## src/rtl/cpu_pipe_pkg.sv

```systemverilog
// cpu_pipe_pkg: shared pipeline types and constants
// for the hazard/forwarding controller and its scoreboard
package cpu_pipe_pkg;

  localparam int MAX_AW      = 8;
  localparam int FWD_REGFILE = 0;
  localparam int STG_EX      = 0;
  localparam int STG_MEM1    = 1;

  typedef struct packed {
    logic              v;
    logic [MAX_AW-1:0] rd;
    logic              regwr;
    logic              memrd;
  } sb_entry_t;

  function automatic int depth_of(input int mem_lat);
    return mem_lat + 2;
  endfunction

endpackage

```

## src/rtl/hz_stage_track.sv

```systemverilog
// hz_stage_track: in-flight producer scoreboard,
// EX at index 0 through WB at index DEPTH-1
module hz_stage_track
  import cpu_pipe_pkg::*;
#(
  parameter int DEPTH = 3
) (
  input  logic                  clk_i,
  input  logic                  rst_i,
  input  logic                  hold_i,
  input  logic                  bubble_i,
  input  sb_entry_t             ent_i,
  output sb_entry_t [DEPTH-1:0] sb_o
);

  // shift producers one stage per advance; a stall injects an empty slot
  always_ff @(posedge clk_i) begin
    if (!rst_i) begin
      sb_o <= '0;
    end else if (!hold_i) begin
      sb_o[STG_EX] <= bubble_i ? '0 : ent_i;
      for (int s = STG_EX + 1; s < DEPTH; s++)
        sb_o[s] <= sb_o[s-1];
    end
  end

endmodule

```

## src/rtl/hazard_fwd_ctrl.sv

```systemverilog
// hazard_fwd_ctrl: stall, flush and forward-select control
// for the MIPS pipeline with MEM_LAT-cycle data memory
module hazard_fwd_ctrl
  import cpu_pipe_pkg::*;
#(
  parameter int REG_AW    = 5,
  parameter int MEM_LAT   = 1,
  parameter int ID_BRANCH = 1,
  parameter int SELW      = $clog2(depth_of(MEM_LAT) + 1)
) (
  input  logic              clk_i,
  input  logic              rst_i,
  input  logic              start_i,
  input  logic              id_valid_i,
  input  logic [REG_AW-1:0] id_rs_i,
  input  logic [REG_AW-1:0] id_rt_i,
  input  logic              id_rs_used_i,
  input  logic              id_rt_used_i,
  input  logic [REG_AW-1:0] id_rd_i,
  input  logic              id_regwr_i,
  input  logic              id_memrd_i,
  input  logic              id_branch_i,
  input  logic              br_taken_i,
  input  logic              mem_busy_i,
  output logic              pc_write_o,
  output logic              ifid_hold_o,
  output logic              ifid_flush_o,
  output logic              idex_bubble_o,
  output logic              pipe_hold_o,
  output logic [SELW-1:0]   ex_rs_sel_o,
  output logic [SELW-1:0]   ex_rt_sel_o,
  output logic [SELW-1:0]   id_rs_sel_o,
  output logic [SELW-1:0]   id_rt_sel_o,
  output logic [31:0]       stall_cnt_o
);

  localparam int   DEPTH = depth_of(MEM_LAT);
  localparam int   WB    = DEPTH - 1;
  localparam logic ID_BR = (ID_BRANCH != 0);

  typedef logic [MAX_AW-1:0] ra_t;

  sb_entry_t [DEPTH-1:0] sb;
  sb_entry_t             id_ent;
  ra_t                   rs_x;
  ra_t                   rt_x;
  ra_t                   ex_rs_q;
  ra_t                   ex_rt_q;
  logic                  hit;
  logic                  ld_stall;
  logic                  br_stall;
  logic                  stall;

  function automatic logic prod(input sb_entry_t e, input ra_t r);
    return e.v & e.regwr & (e.rd == r) & (r != '0);
  endfunction

  function automatic logic rdy(input sb_entry_t e, input int s);
    return !e.memrd || (s >= MEM_LAT + 1);
  endfunction

  // youngest matching producer wins, so scan oldest first
  function automatic logic [SELW-1:0] pick(
    input sb_entry_t [DEPTH-1:0] t,
    input ra_t                   r,
    input logic                  rdy_only
  );
    logic [SELW-1:0] sel;
    sel = SELW'(FWD_REGFILE);
    for (int s = WB; s >= STG_MEM1; s--)
      if (prod(t[s], r) && (!rdy_only || rdy(t[s], s)))
        sel = SELW'(s);
    return sel;
  endfunction

  assign rs_x = MAX_AW'(id_rs_i);
  assign rt_x = MAX_AW'(id_rt_i);

  // pack the ID instruction as a future producer
  always_comb begin
    id_ent       = '0;
    id_ent.v     = id_valid_i;
    id_ent.rd    = MAX_AW'(id_rd_i);
    id_ent.regwr = id_regwr_i;
    id_ent.memrd = id_memrd_i;
  end

  hz_stage_track #(
    .DEPTH (DEPTH)
  ) u_track (
    .clk_i    (clk_i),
    .rst_i    (rst_i),
    .hold_i   (mem_busy_i),
    .bubble_i (stall),
    .ent_i    (id_ent),
    .sb_o     (sb)
  );

  // detect producers whose result is not ready when the ID consumer needs it
  always_comb begin
    ld_stall = 1'b0;
    br_stall = 1'b0;
    hit      = 1'b0;
    for (int s = STG_EX; s < DEPTH; s++) begin
      hit = (id_rs_used_i & prod(sb[s], rs_x)) |
            (id_rt_used_i & prod(sb[s], rt_x));
      if (hit && sb[s].memrd && (s <= MEM_LAT - 1))
        ld_stall = 1'b1;
      if (hit && (sb[s].memrd ? (s <= MEM_LAT) : (s == STG_EX)))
        br_stall = 1'b1;
    end
  end

  assign stall = id_valid_i & ~mem_busy_i &
                 (ld_stall | (ID_BR & id_branch_i & br_stall));

  assign pipe_hold_o   = mem_busy_i;
  assign pc_write_o    = start_i & ~stall & ~mem_busy_i;
  assign ifid_hold_o   = stall | mem_busy_i;
  assign idex_bubble_o = stall;
  assign ifid_flush_o  = br_taken_i & ~stall & ~mem_busy_i;

  assign ex_rs_sel_o = pick(sb, ex_rs_q, 1'b0);
  assign ex_rt_sel_o = pick(sb, ex_rt_q, 1'b0);

  assign id_rs_sel_o = (ID_BR && id_valid_i && id_rs_used_i) ?
                       pick(sb, rs_x, 1'b1) : '0;
  assign id_rt_sel_o = (ID_BR && id_valid_i && id_rt_used_i) ?
                       pick(sb, rt_x, 1'b1) : '0;

  // EX consumer sources follow the instruction into EX; a bubble reads nothing
  always_ff @(posedge clk_i) begin
    if (!rst_i) begin
      ex_rs_q <= '0;
      ex_rt_q <= '0;
    end else if (!mem_busy_i) begin
      ex_rs_q <= (id_valid_i && id_rs_used_i && !stall) ? rs_x : '0;
      ex_rt_q <= (id_valid_i && id_rt_used_i && !stall) ? rt_x : '0;
    end
  end

  // saturating stall-cycle counter
  always_ff @(posedge clk_i) begin
    if (!rst_i)
      stall_cnt_o <= '0;
    else if (stall && (stall_cnt_o != 32'hFFFF_FFFF))
      stall_cnt_o <= stall_cnt_o + 32'd1;
  end

endmodule

```

## config.mk

```make
export PLATFORM = sky130hd
export DESIGN_NAME = hazard_fwd_ctrl
export DESIGN_NICKNAME = d
export VERILOG_FILES = /design/src/rtl/cpu_pipe_pkg.sv /design/src/rtl/hz_stage_track.sv /design/src/rtl/hazard_fwd_ctrl.sv
export SDC_FILE = /design/constraint.sdc
export NUM_CORES = 1
export LEC_CHECK = 0
export BUFFER_PORTS_ARGS = -buffer_cell sky130_fd_sc_hd__buf_2
export CAP_MARGIN = 25
export CORE_MARGIN = 2
export CORE_UTILIZATION = 40
export CTS_BUF_LIST = sky130_fd_sc_hd__clkbuf_2
export DETAILED_ROUTE_END_ITERATION = 8
export PLACE_DENSITY = 0.56
export SYNTH_ARGS = -nofsm -noshare
export SYNTH_HDL_FRONTEND = slang
export SYNTH_HIERARCHICAL = 1
export SYNTH_SLANG_ARGS = --single-unit
export TNS_END_PERCENT = 50
```

## constraint.sdc

```tcl
create_clock -name clk_i -period 3.1 [get_ports clk_i]
set_input_delay 0.62 -clock clk_i [delete_from_list [all_inputs] [get_ports clk_i]]
set_output_delay 0.62 -clock clk_i [all_outputs]
set_load 0.01 [all_outputs]
```

==> results of run 1 <==
==> final timing paths <==
path / start / endpoint / slack [ns] / depth (start not counted)
setup / recovery: id_rt_i[1] / pc_write_o / 0.06 / 9
hold / removal: id_rd_i[4] / u_track/sb_o[6] / 0.32 / 3
setup reg to reg: u_track/sb_o[17] / stall_cnt_o[31] / 0.54 / 7
hold reg to reg: stall_cnt_o[27] / stall_cnt_o[27] / 0.49 / 2
==> cell type report <==
class,count,area (µm²)
clock inverters,5,103
flip-flops and latches,74,1500
multi-input cells,377,2470
repair buffers,95,563
well taps,133,166
inverters,5,18.8
fillers,987,5000
clock buffers,11,55.1
==> placed cells by master, fill, tap and decap left out, types with 3 or more instances in the layout <==
cell and instances:
buf_2 70, dfxtp_1 65, nand2_1 51, xnor2_1 35, nand3_1 31, mux2i_1 28, a21oi_1 27, buf_4 23
nor2b_1 21, xor2_1 18, nand4_1 16, or3_1 16, o21ai_0 15, nor3_1 12, nor4_1 12, clkbuf_2 11
nor2_1 10, nand2b_1 9, o21ai_1 9, dfxtp_2 8, or4_1 6, and2_1 5, inv_1 5, nand4b_1 5
and3_1 4, o21a_1 4, or4_4 3, and4_1 3, o31ai_1 3, bufinv_16 3, conb_1 3
==> layer usage <==
| layer | vias to the layer above | wire length [µm] | track usage |
|---|---|---|---|
| met5 | - | 0 | 0 |
| met1 | 1740 | 5280 | 0.283 |
| li1 | 1886 | - | - |
| met4 | 0 | 151 | 0.0724 |
| met3 | 9 | 597 | 0.0393 |
| met2 | 105 | 4840 | 0.290 |
==> power by group through the flow <==
stage,combinational [µW],sequential (µW),clock [µW]
after detailed placement,188,1010,0
after global placement,185,1010,0
final,194,996,691
after floorplan,127,1010,0
after CTS,189,995,713
after global routing,212,1000,762
==> tightest hold or removal path: stages <==
cell	delay [ns]
buf_2	0.09
nand2_1	0.05
o21ai_1	0.05
==> sequential cells by signal (all words and copies together) (netlist names) <==
| signal | flops |
|---|---|
| ex_rt_q | 5 |
| ex_rs_q | 5 |
| stall_cnt_o | 32 |
| u_track/sb_o | 32 |
==> through the flow <==
stage	total power (µW)	setup slack, ns	hold WS [ns]	TNS (ns)
3_3_place_gp	1200	-0.00710	0.464	-0.0100
4_1_cts	1900	-0.0615	0.277	-0.125
5_1_grt	1970	-0.0868	0.255	-0.120
2_1_floorplan	1130	0.301	0.462	0
3_5_place_dp	1200	-0.0725	0.475	-0.143
6_report	1880	0.0649	0.317	0
==> timing repair <==
action,CTS,global route
endpoints found under the setup margin,6,6
resized for setup,5,18
setup buffers,0,0
cloned,0,0
pin swaps,0,4
==> metrics.log, run 1 <==
INFO  metric status = complete, no violations
INFO  metric required = 2.48 ns
INFO  metric layout_area_growth_over_synthesis = 19.0%
INFO  metric crit_path_buf_inv_count = 2
INFO  metric io_buffers = 70
INFO  metric crit_family = simple AND/OR/NAND/NOR gates
INFO  metric worst_setup_hold_path_clk_slew = ~0.21 ns
INFO  metric clock-skew-final = approximately 0.030 ns
INFO  metric critPathLaunchType = primary input
INFO  metric critPathMaxFanout = 3
INFO  metric post-dp-hpwl = slightly below 8000 µm
INFO  metric die-width = roughly 110 µm
INFO  metric cts_tree = done
INFO  metric switchingPower = between 400 and 500 µW
INFO  metric ir_drop = approximately 160 µV
INFO  metric hp-class = in -> reg
INFO  metric grt_use_total = 0.197
INFO  metric setup-violations-final = 0
INFO  metric initial_core_util = 0.415
INFO  metric clock_tree.htree_level_count = 3
INFO  metric die_height = 105 µm
INFO  metric worst_pin_slew = slightly below 1 ns
INFO  metric final_net_count = between 500 and 600
INFO  metric first_iter_violations = 170
INFO  metric placementRows = 36
INFO  metric sinks_on_the_clock_net = 74
INFO  metric globalplace.congestion = 0.949
INFO  metric placedCellCount = slightly below 700
INFO  metric switching_share = 0.249
INFO  metric design_area = 4870 µm²
INFO  metric antenna_cells = 0
INFO  metric floorplan.core_area = between 9000 and 10000 µm²
INFO  metric wirelength = ~11000 µm
INFO  metric routed_via_density = 5.34
INFO  metric dpl_cell_area = 4630 µm²
INFO  metric rsz0062_at_grt = true
INFO  metric drt_first_pass_iters = 6
INFO  metric power.static_leakage = approximately 0.0019 µW
INFO  metric worst_slew_margin_rel = 0.354
INFO  metric synthesis.instances = 490
INFO  metric power_report.internal_total = approximately 1400 µW
INFO  metric post_route_antenna_net_violation_count = 0
INFO  metric clock_tree.root_cell = clkbuf_2
INFO  metric power.share.clock = 0.368
INFO  metric critical_path_arrival = 2.42 ns
INFO  metric maximum_number_of_pins_on_one_net_before_global_route_repair = 46
INFO  metric floorplan.io_pins = 71
INFO  metric powerDensity = 386 nW/µm²
INFO  metric critical-path-max-stage-delay = around 0.57 ns
INFO  metric pwr-share-comb = 0.103
INFO  metric final-hold-violation-count = 0
INFO  metric timing.final.crit_share = 0.979
INFO  metric die_area = around 11000 µm²
INFO  metric num_vias = approximately 3700
INFO  metric power_frac_seq = 0.529
INFO  metric critical-path-top-cell-by-count = buf_2
INFO  metric insertion_delay = around 0.50 ns
INFO  metric drive_above_1_share = 0.236
INFO  metric worst-setup-path-type = in -> out
INFO  metric drv_slew = 0
INFO  metric timing.critical_path.slowest_stage_cell = or4_4
INFO  metric number_of_remaining_drc_errors = 0
INFO  metric timing.critical_path.cells = buf_2, or4_4, o21ai_4, nor4_1, o221ai_1, nand2_2, a21oi_2, and2_1, buf_2
INFO  metric timing.max_cap.violations = 0
INFO  metric cts_max_path_buffers = 2
INFO  metric globalRoute.totalOverflow = 0
INFO  metric grt_first_pass_wirelength = 17400 µm
INFO  metric cts-hold-fix-buffers = 0
INFO  metric fmaxAchievable = approximately 0.33 GHz
INFO  metric worst_setup_path_end_kind = output port
INFO  metric initial_antenna_violation_count = 0
INFO  metric finalCoreUtilization = 0.494
INFO  metric fin_crit = roughly 3.0 ns
INFO  metric cts_buffer_count = 9
INFO  metric route.detailed.wl_per_inst = roughly 16 µm
INFO  metric final_cells = 700
INFO  metric via_count_of_the_first_global_routing_pass = 3327
INFO  metric synth_cell_area = roughly 4100 µm²
INFO  metric synth-warning-count = 6
INFO  metric postSynthAreaPerCell = around 8.3 µm²
(Power assumes the default switching activity.)
==> inputs of run 2 (changes only) <==
--- a/config.mk
+++ b/config.mk
@@ -11,7 +11,6 @@
 export CORE_UTILIZATION = 40
 export CTS_BUF_LIST = sky130_fd_sc_hd__clkbuf_2
 export DETAILED_ROUTE_END_ITERATION = 8
-export PLACE_DENSITY = 0.56
 export SYNTH_ARGS = -nofsm -noshare
 export SYNTH_HDL_FRONTEND = slang
 export SYNTH_HIERARCHICAL = 1
==> constraint.sdc (replaced) <==
create_clock -name clk_i -period 3.45 [get_ports clk_i]
set_input_delay 0.69 -clock clk_i [delete_from_list [all_inputs] [get_ports clk_i]]
set_output_delay 0.69 -clock clk_i [all_outputs]
set_load 0.01 [all_outputs]
==> run 2 against run 1 <==
Count of clock-buffer cells in the layout down 2. Critical path depth down 1. Worst setup slack better by 0.15 ns. Combinational power down 16%. Largest power group unchanged. Die area unchanged. Via count down 1.4%. Clock power down 2%. Cell area down 2.9%. Worst hold slack better by 0.091 ns. Core utilization down 1.4 points.
==> metrics.log, run 2 (synthesized netlist as in run 1, its figures left out) <==
INFO  metric initial_core_util = 0.415
INFO  metric die_area = about 11000 µm²
INFO  metric biggestRegsByFlops = stall_cnt_o x32, u_track/sb_o x32
INFO  metric clock-skew-final = approximately 0.030 ns
INFO  metric grt_use_total = 0.205
INFO  metric cts-hold-fix-buffers = 0
INFO  metric worst-setup-path-type = reg -> out
INFO  metric crit_family = simple AND/OR/NAND/NOR gates
INFO  metric grt_first_pass_wirelength = about 18000 µm
INFO  metric pwr-share-comb = 0.093
INFO  metric rsz0062_at_grt = false
INFO  metric layout.area.seq = between 1000 and 1500 µm²
INFO  metric fin_crit = 3.24 ns
INFO  metric sinks_on_the_clock_net = 74
INFO  metric worst_pin_slew = 0.631 ns
INFO  metric timing.critical_path.slowest_stage_cell = dfxtp_1
INFO  metric via_count_of_the_first_global_routing_pass = about 3400
INFO  metric drv_slew = 0
INFO  metric timing.critical_path.cells = xnor2_1, nand3_1, nor4_1, a32oi_1, nand2_1, nand2_1, nor2_1, buf_2
INFO  metric maximum_number_of_pins_on_one_net_before_global_route_repair = 67
INFO  metric die_height = 105 µm
INFO  metric fmaxAchievable = about 0.31 GHz
INFO  metric switching_share = 0.237
INFO  metric worst_slew_margin_rel = 0.579
INFO  metric first_iter_violations = 211
INFO  metric insertion_delay = approximately 0.49 ns
INFO  metric globalRoute.totalOverflow = 0
INFO  metric clock_tree.root_cell = clkbuf_2
INFO  metric placedCellCount = 670
INFO  metric io_buffers = 70
INFO  metric hp-class = in -> reg
INFO  metric crit_path_buf_inv_count = 1
INFO  metric worst_setup_path_end_kind = output port
INFO  metric placementRows = 36
INFO  metric cts_buffer_count = 9
INFO  metric critical-path-top-cell-by-count = nand2_1
INFO  metric floorplan.io_pins = 71
INFO  metric routed_via_density = between 5 and 6
INFO  metric final_cells = 686
INFO  metric post-dp-hpwl = 7980 µm
INFO  metric finalSetupTns = 0 ns
INFO  metric critPathLaunchType = flop
INFO  metric timing.final.crit_share = 0.939
INFO  metric num_vias = 3687
INFO  metric worst_setup_hold_path_clk_slew = 0.19 ns
INFO  metric critPathMaxFanout = 6
INFO  metric initial_antenna_violation_count = 0
INFO  metric post_route_antenna_net_violation_count = 0
INFO  metric critical_path_arrival = about 2.6 ns
INFO  metric ir_drop = about 200 µV
INFO  metric pre_cts_ws = 0.185 ns
INFO  metric cts_tree = done
INFO  metric fillCellCount = around 1000
INFO  metric required = 2.76 ns
INFO  metric power.share.clock = 0.389
INFO  metric leading_cell_type_in_the_layout_fill_and_taps_excluded = dfxtp_1
INFO  metric number_of_remaining_drc_errors = 0
INFO  metric drive_above_1_share = 0.188
INFO  metric floorplan.core_area = approximately 9900 µm²
INFO  metric post-route-worst-setup-slack = approximately 0.21 ns
INFO  metric most-common-layout-cells = 74 x dfxtp_1, 70 x buf_2, 52 x nand2_1
INFO  metric multi_input_area = between 2000 and 2500 µm²
INFO  metric power.static_leakage = roughly 0.0018 µW
INFO  metric antenna_cells = 0
INFO  metric route.detailed.wl_per_inst = 16.2 µm
INFO  metric final-hold-violation-count = 0
INFO  metric final_net_count = 576
INFO  metric drt_first_pass_iters = 4
INFO  metric die-width = between 100 and 150 µm
INFO  metric layout_area_growth_over_synthesis = 15.6%
INFO  metric clock_tree.htree_level_count = 3
INFO  metric cts_max_path_buffers = 2
INFO  metric wirelength = between 10000 and 15000 µm
INFO  metric power_report.internal_total = 1320 µW
INFO  metric critical-path-max-stage-delay = 0.59 ns
INFO  metric globalplace.congestion = around 0.93
INFO  metric finalCoreUtilization = 0.479
INFO  metric timing.max_cap.violations = 0
INFO  metric powerDensity = 367 nW/µm²
INFO  metric switchingPower = about 410 µW
INFO  metric holdWs = roughly 0.41 ns
INFO  metric status = complete, no violations
INFO  metric setup-violations-final = 0
INFO  metric power_frac_seq = 0.518
-- run 2: path summary, 6_finish.rpt --
kind / start / to / slack, ns / cells past startpoint
min reg2reg: stall_cnt_o[27] / stall_cnt_o[27] / 0.51 / 2
min: id_rd_i[4] / u_track/sb_o[6] / 0.41 / 3
max: u_track/sb_o[14] / idex_bubble_o / 0.21 / 8
max reg2reg: u_track/sb_o[14] / stall_cnt_o[28] / 0.65 / 9
-- run 2: repair_timing --
| item | CTS | global route |
|---|---|---|
| resized for setup | 0 | 3 |
| buffers inserted | 0 | 0 |
| endpoints found under the setup margin | 0 | 3 |
-- run 2: through the flow --
stage | cell area, µm² | power, µW
after floorplan | 4100 | 1020
after global placement | 4520 | 1070
after detailed placement | 4520 | 1070
after CTS | 4690 | 1750
after global routing | 4730 | 1810
final | 4730 | 1730
-- run 2: power groups by stage --
| stage | logic, µW | registers, µW | clock network [µW] |
|---|---|---|---|
| finish | 162 | 898 | 675 |
| global route | 179 | 901 | 733 |
| CTS | 158 | 898 | 690 |
| detailed placement | 157 | 915 | 0 |
| global placement | 157 | 915 | 0 |
| floorplan | 115 | 904 | 0 |
-- run 2: worst min-delay path, cell delays in order --
cell	delay (ns)
buf_2	0.09
nand2_1	0.05
o21ai_1	0.05
-- run 2: cell type report --
cell class | count | share of cell area
Clock buffer | 9 | 0.00953
Clock inverter | 6 | 0.0275
Inverter | 5 | 0.00397
Multi-Input combinational cell | 377 | 0.510
Sequential cell | 74 | 0.313
Tap cell | 133 | 0.0352
Timing Repair Buffer | 82 | 0.100
-- run 2: metal layers --
metal	part of all wire	up-vias	track usage
li1	-	1856	-
met1	0.47	1724	0.278
met2	0.47	91	0.325
met3	0.045	16	0.0405
met4	0.016	0	0.0705
met5	0	-	0
==> inputs of run 3 (changes only) <==
--- a/config.mk
+++ b/config.mk
@@ -5,6 +5,7 @@
 export SDC_FILE = /design/constraint.sdc
 export NUM_CORES = 1
 export LEC_CHECK = 0
+export ABC_AREA = 1
 export BUFFER_PORTS_ARGS = -buffer_cell sky130_fd_sc_hd__buf_2
 export CAP_MARGIN = 25
 export CORE_MARGIN = 2
==> run 3 against run 2 <==
Non-clock buffer count decreased by 6. Fmax increased by 3.2%. Via count increased by 22%. Flip-flop and latch count unchanged. Power decreased by 8.7%. Die area increased by 6.4%. Synthesized cell count increased by 42%. Clock skew increased by 0.020 ns. Register-to-register slack improved by 0.26 ns. First-iteration DRC count increased by 33%. Critical path depth increased by 6. Highest routed layer unchanged.
==> metrics.log, run 3 <==
INFO  metric status = complete, no violations
INFO  metric hp-class = in -> reg
INFO  metric design_area = between 4000 and 5000 µm²
INFO  metric setup-violations-final = 0
INFO  metric clock_tree.htree_level_count = 3
INFO  metric floorplan.io_pins = 71
INFO  metric die_area = around 12000 µm²
INFO  metric placementRows = 38
INFO  metric cts_max_path_buffers = 2
INFO  metric drv_slew = 0
INFO  metric synthesis.instances = roughly 700
INFO  metric layout_area_growth_over_synthesis = 12.3%
INFO  metric worst_r2r_startpoint = u_track/sb_o[17]
INFO  metric post_route_antenna_net_violation_count = 0
INFO  metric fin_crit = between 3 and 4 ns
INFO  metric worst-setup-path-type = reg -> out
INFO  metric timing.max_cap.violations = 0
INFO  metric initial_antenna_violation_count = 0
INFO  metric floorplan.core_area = 10700 µm²
INFO  metric r2r_slack = between 0.9 and 1 ns
INFO  metric number_of_remaining_drc_errors = 0
INFO  metric biggestRegsByFlops = stall_cnt_o x32, u_track/sb_o x32
INFO  metric critPathMaxFanout = 6
INFO  metric sinks_on_the_clock_net = 74
INFO  metric powerDensity = roughly 320 nW/µm²
INFO  metric worst_slew_margin_rel = 0.589
INFO  metric synth-warning-count = 6
INFO  metric dpl_cell_area = roughly 4800 µm²
INFO  metric die_height = about 110 µm
INFO  metric via_count_of_the_first_global_routing_pass = roughly 4200
INFO  metric synth_cell_area = between 4000 and 5000 µm²
INFO  metric worst_hold_endpoint = u_track/sb_o[1]
INFO  metric required = between 2 and 3 ns
INFO  metric drt_first_pass_iters = 4
INFO  metric layout.area.seq = 1480 µm²
INFO  metric maximum_number_of_pins_on_one_net_before_global_route_repair = 46
INFO  metric initial_core_util = 0.406
INFO  metric worst_pin_slew = around 0.61 ns
INFO  metric worst_setup_path_end_kind = output port
INFO  metric io_buffers = 70
INFO  metric fillCellCount = 1216
INFO  metric worstHoldStart = id_regwr_i
INFO  metric power.static_leakage = roughly 0.0022 µW
INFO  metric antenna_cells = 0
INFO  metric critPathLaunchType = flop
INFO  metric routed_via_density = between 4 and 5
INFO  metric setup_repair_bufs_after_cts = 0
INFO  metric post-dp-hpwl = 9420 µm
INFO  metric ir_drop = 132 µV
INFO  metric leading_cell_type_in_the_layout_fill_and_taps_excluded = nand2_1
INFO  metric multi_input_area = 2460 µm²
INFO  metric globalRoute.totalOverflow = 0
INFO  metric fmaxAchievable = around 0.32 GHz
INFO  metric globalplace.congestion = approximately 0.94
INFO  metric most-common-layout-cells = 181 x nand2_1, 146 x nor2_1, 73 x dfxtp_1
INFO  metric route.detailed.wl_per_inst = approximately 14 µm
INFO  metric grt_use_total = 0.220
INFO  metric clock-skew-final = approximately 0.05 ns
INFO  metric cts_tree = done
INFO  metric final_net_count = about 800
INFO  metric timing.hold.worst_path_depth = 3
INFO  metric final-hold-violation-count = 0
INFO  metric worst_r2r_path_depth = 16
INFO  metric grt_first_pass_wirelength = between 20000 and 25000 µm
INFO  metric num_vias = between 4000 and 5000
INFO  metric wirelength = 12300 µm
INFO  metric cts_buffer_count = 9
INFO  metric postSynthAreaPerCell = roughly 6.3 µm²
INFO  metric die-width = around 110 µm
INFO  metric drive_above_1_share = 0.173
INFO  metric critical_path.reg2reg.endpoint = stall_cnt_o[25]
INFO  metric rsz0062_at_grt = false
INFO  metric critical_path_arrival = 2.45 ns
INFO  metric worst_setup_hold_path_clk_slew = ~0.25 ns
INFO  metric insertion_delay = ~0.53 ns
INFO  metric first_iter_violations = around 280
INFO  metric finalSetupTns = 0 ns
INFO  metric clock_tree.root_cell = clkbuf_2
INFO  metric timing.final.crit_share = 0.910
run 3: repair_timing:
item,in CTS,in global routing
endpoints found under the hold margin,0,0
gates resized for setup,0,1
endpoints found under the setup margin,0,1
hold buffers,0,0
run 3: power breakdown:
group / switching, µW / total (µW) / internal (µW) / leakage, µW
sequential: 35.8 / 918 / 882 / 0.000603
combinational: 134 / 210 / 76.1 / 0.00158
clock: 349 / 455 / 106 / 0.0000612
total: 518 / 1580 / 1060 / 0.00225
run 3: area by class of cell:
class,count,area share
inverter,76,0.0582
clock buffer,9,0.00920
sequential,74,0.303
timing repair buffer,76,0.0807
multi-input combinational,526,0.502
tap,140,0.0358
clock inverter,7,0.0117
run 3: critical path: stages (launching register included):
cell and delay (ns):
dfxtp_1 0.62, inv_2 0.13, nand2_1 0.09, nand2_1 0.06
nor2_1 0.08, nand2_1 0.09, nor2_4 0.12, nand3_2 0.08
nand2_1 0.06, nand2_1 0.06, nand2_2 0.10, nand2_1 0.07
nand2_2 0.17, nor2_1 0.05, buf_2 0.13
run 3: how the worst max path moves through the flow:
stage / startpoint / end / cells past startpoint
3_3_place_gp: id_rt_i[2] / pc_write_o / 15
2_1_floorplan: id_rs_i[3] / ifid_flush_o / 14
4_1_cts: u_track/sb_o[13] / pc_write_o / 14
3_5_place_dp: id_rs_i[2] / pc_write_o / 15
6_report: u_track/sb_o[17] / pc_write_o / 14
5_1_grt: u_track/sb_o[17] / pc_write_o / 14
run 3: through the flow:
stage               utilization  setup WS (ns)  total power, µW  std cells  hold WS (ns)
floorplan                     -          0.975             1070        699         0.449
global route              0.456         0.0194             1670        908         0.296
detailed placement        0.446          0.658             1140        892         0.473
finish                    0.456          0.312             1580        908         0.364
CTS                       0.456          0.175             1610        908         0.285
global placement          0.446          0.658             1140        892         0.466
run 3: per-layer routing:
layer,vias to the layer above,routed length (µm),GRT usage
met5,-,0,0
met4,0,229,0.0742
met3,19,670,0.0374
met2,116,5500,0.347
li1,2341,-,-
met1,2036,5940,0.303
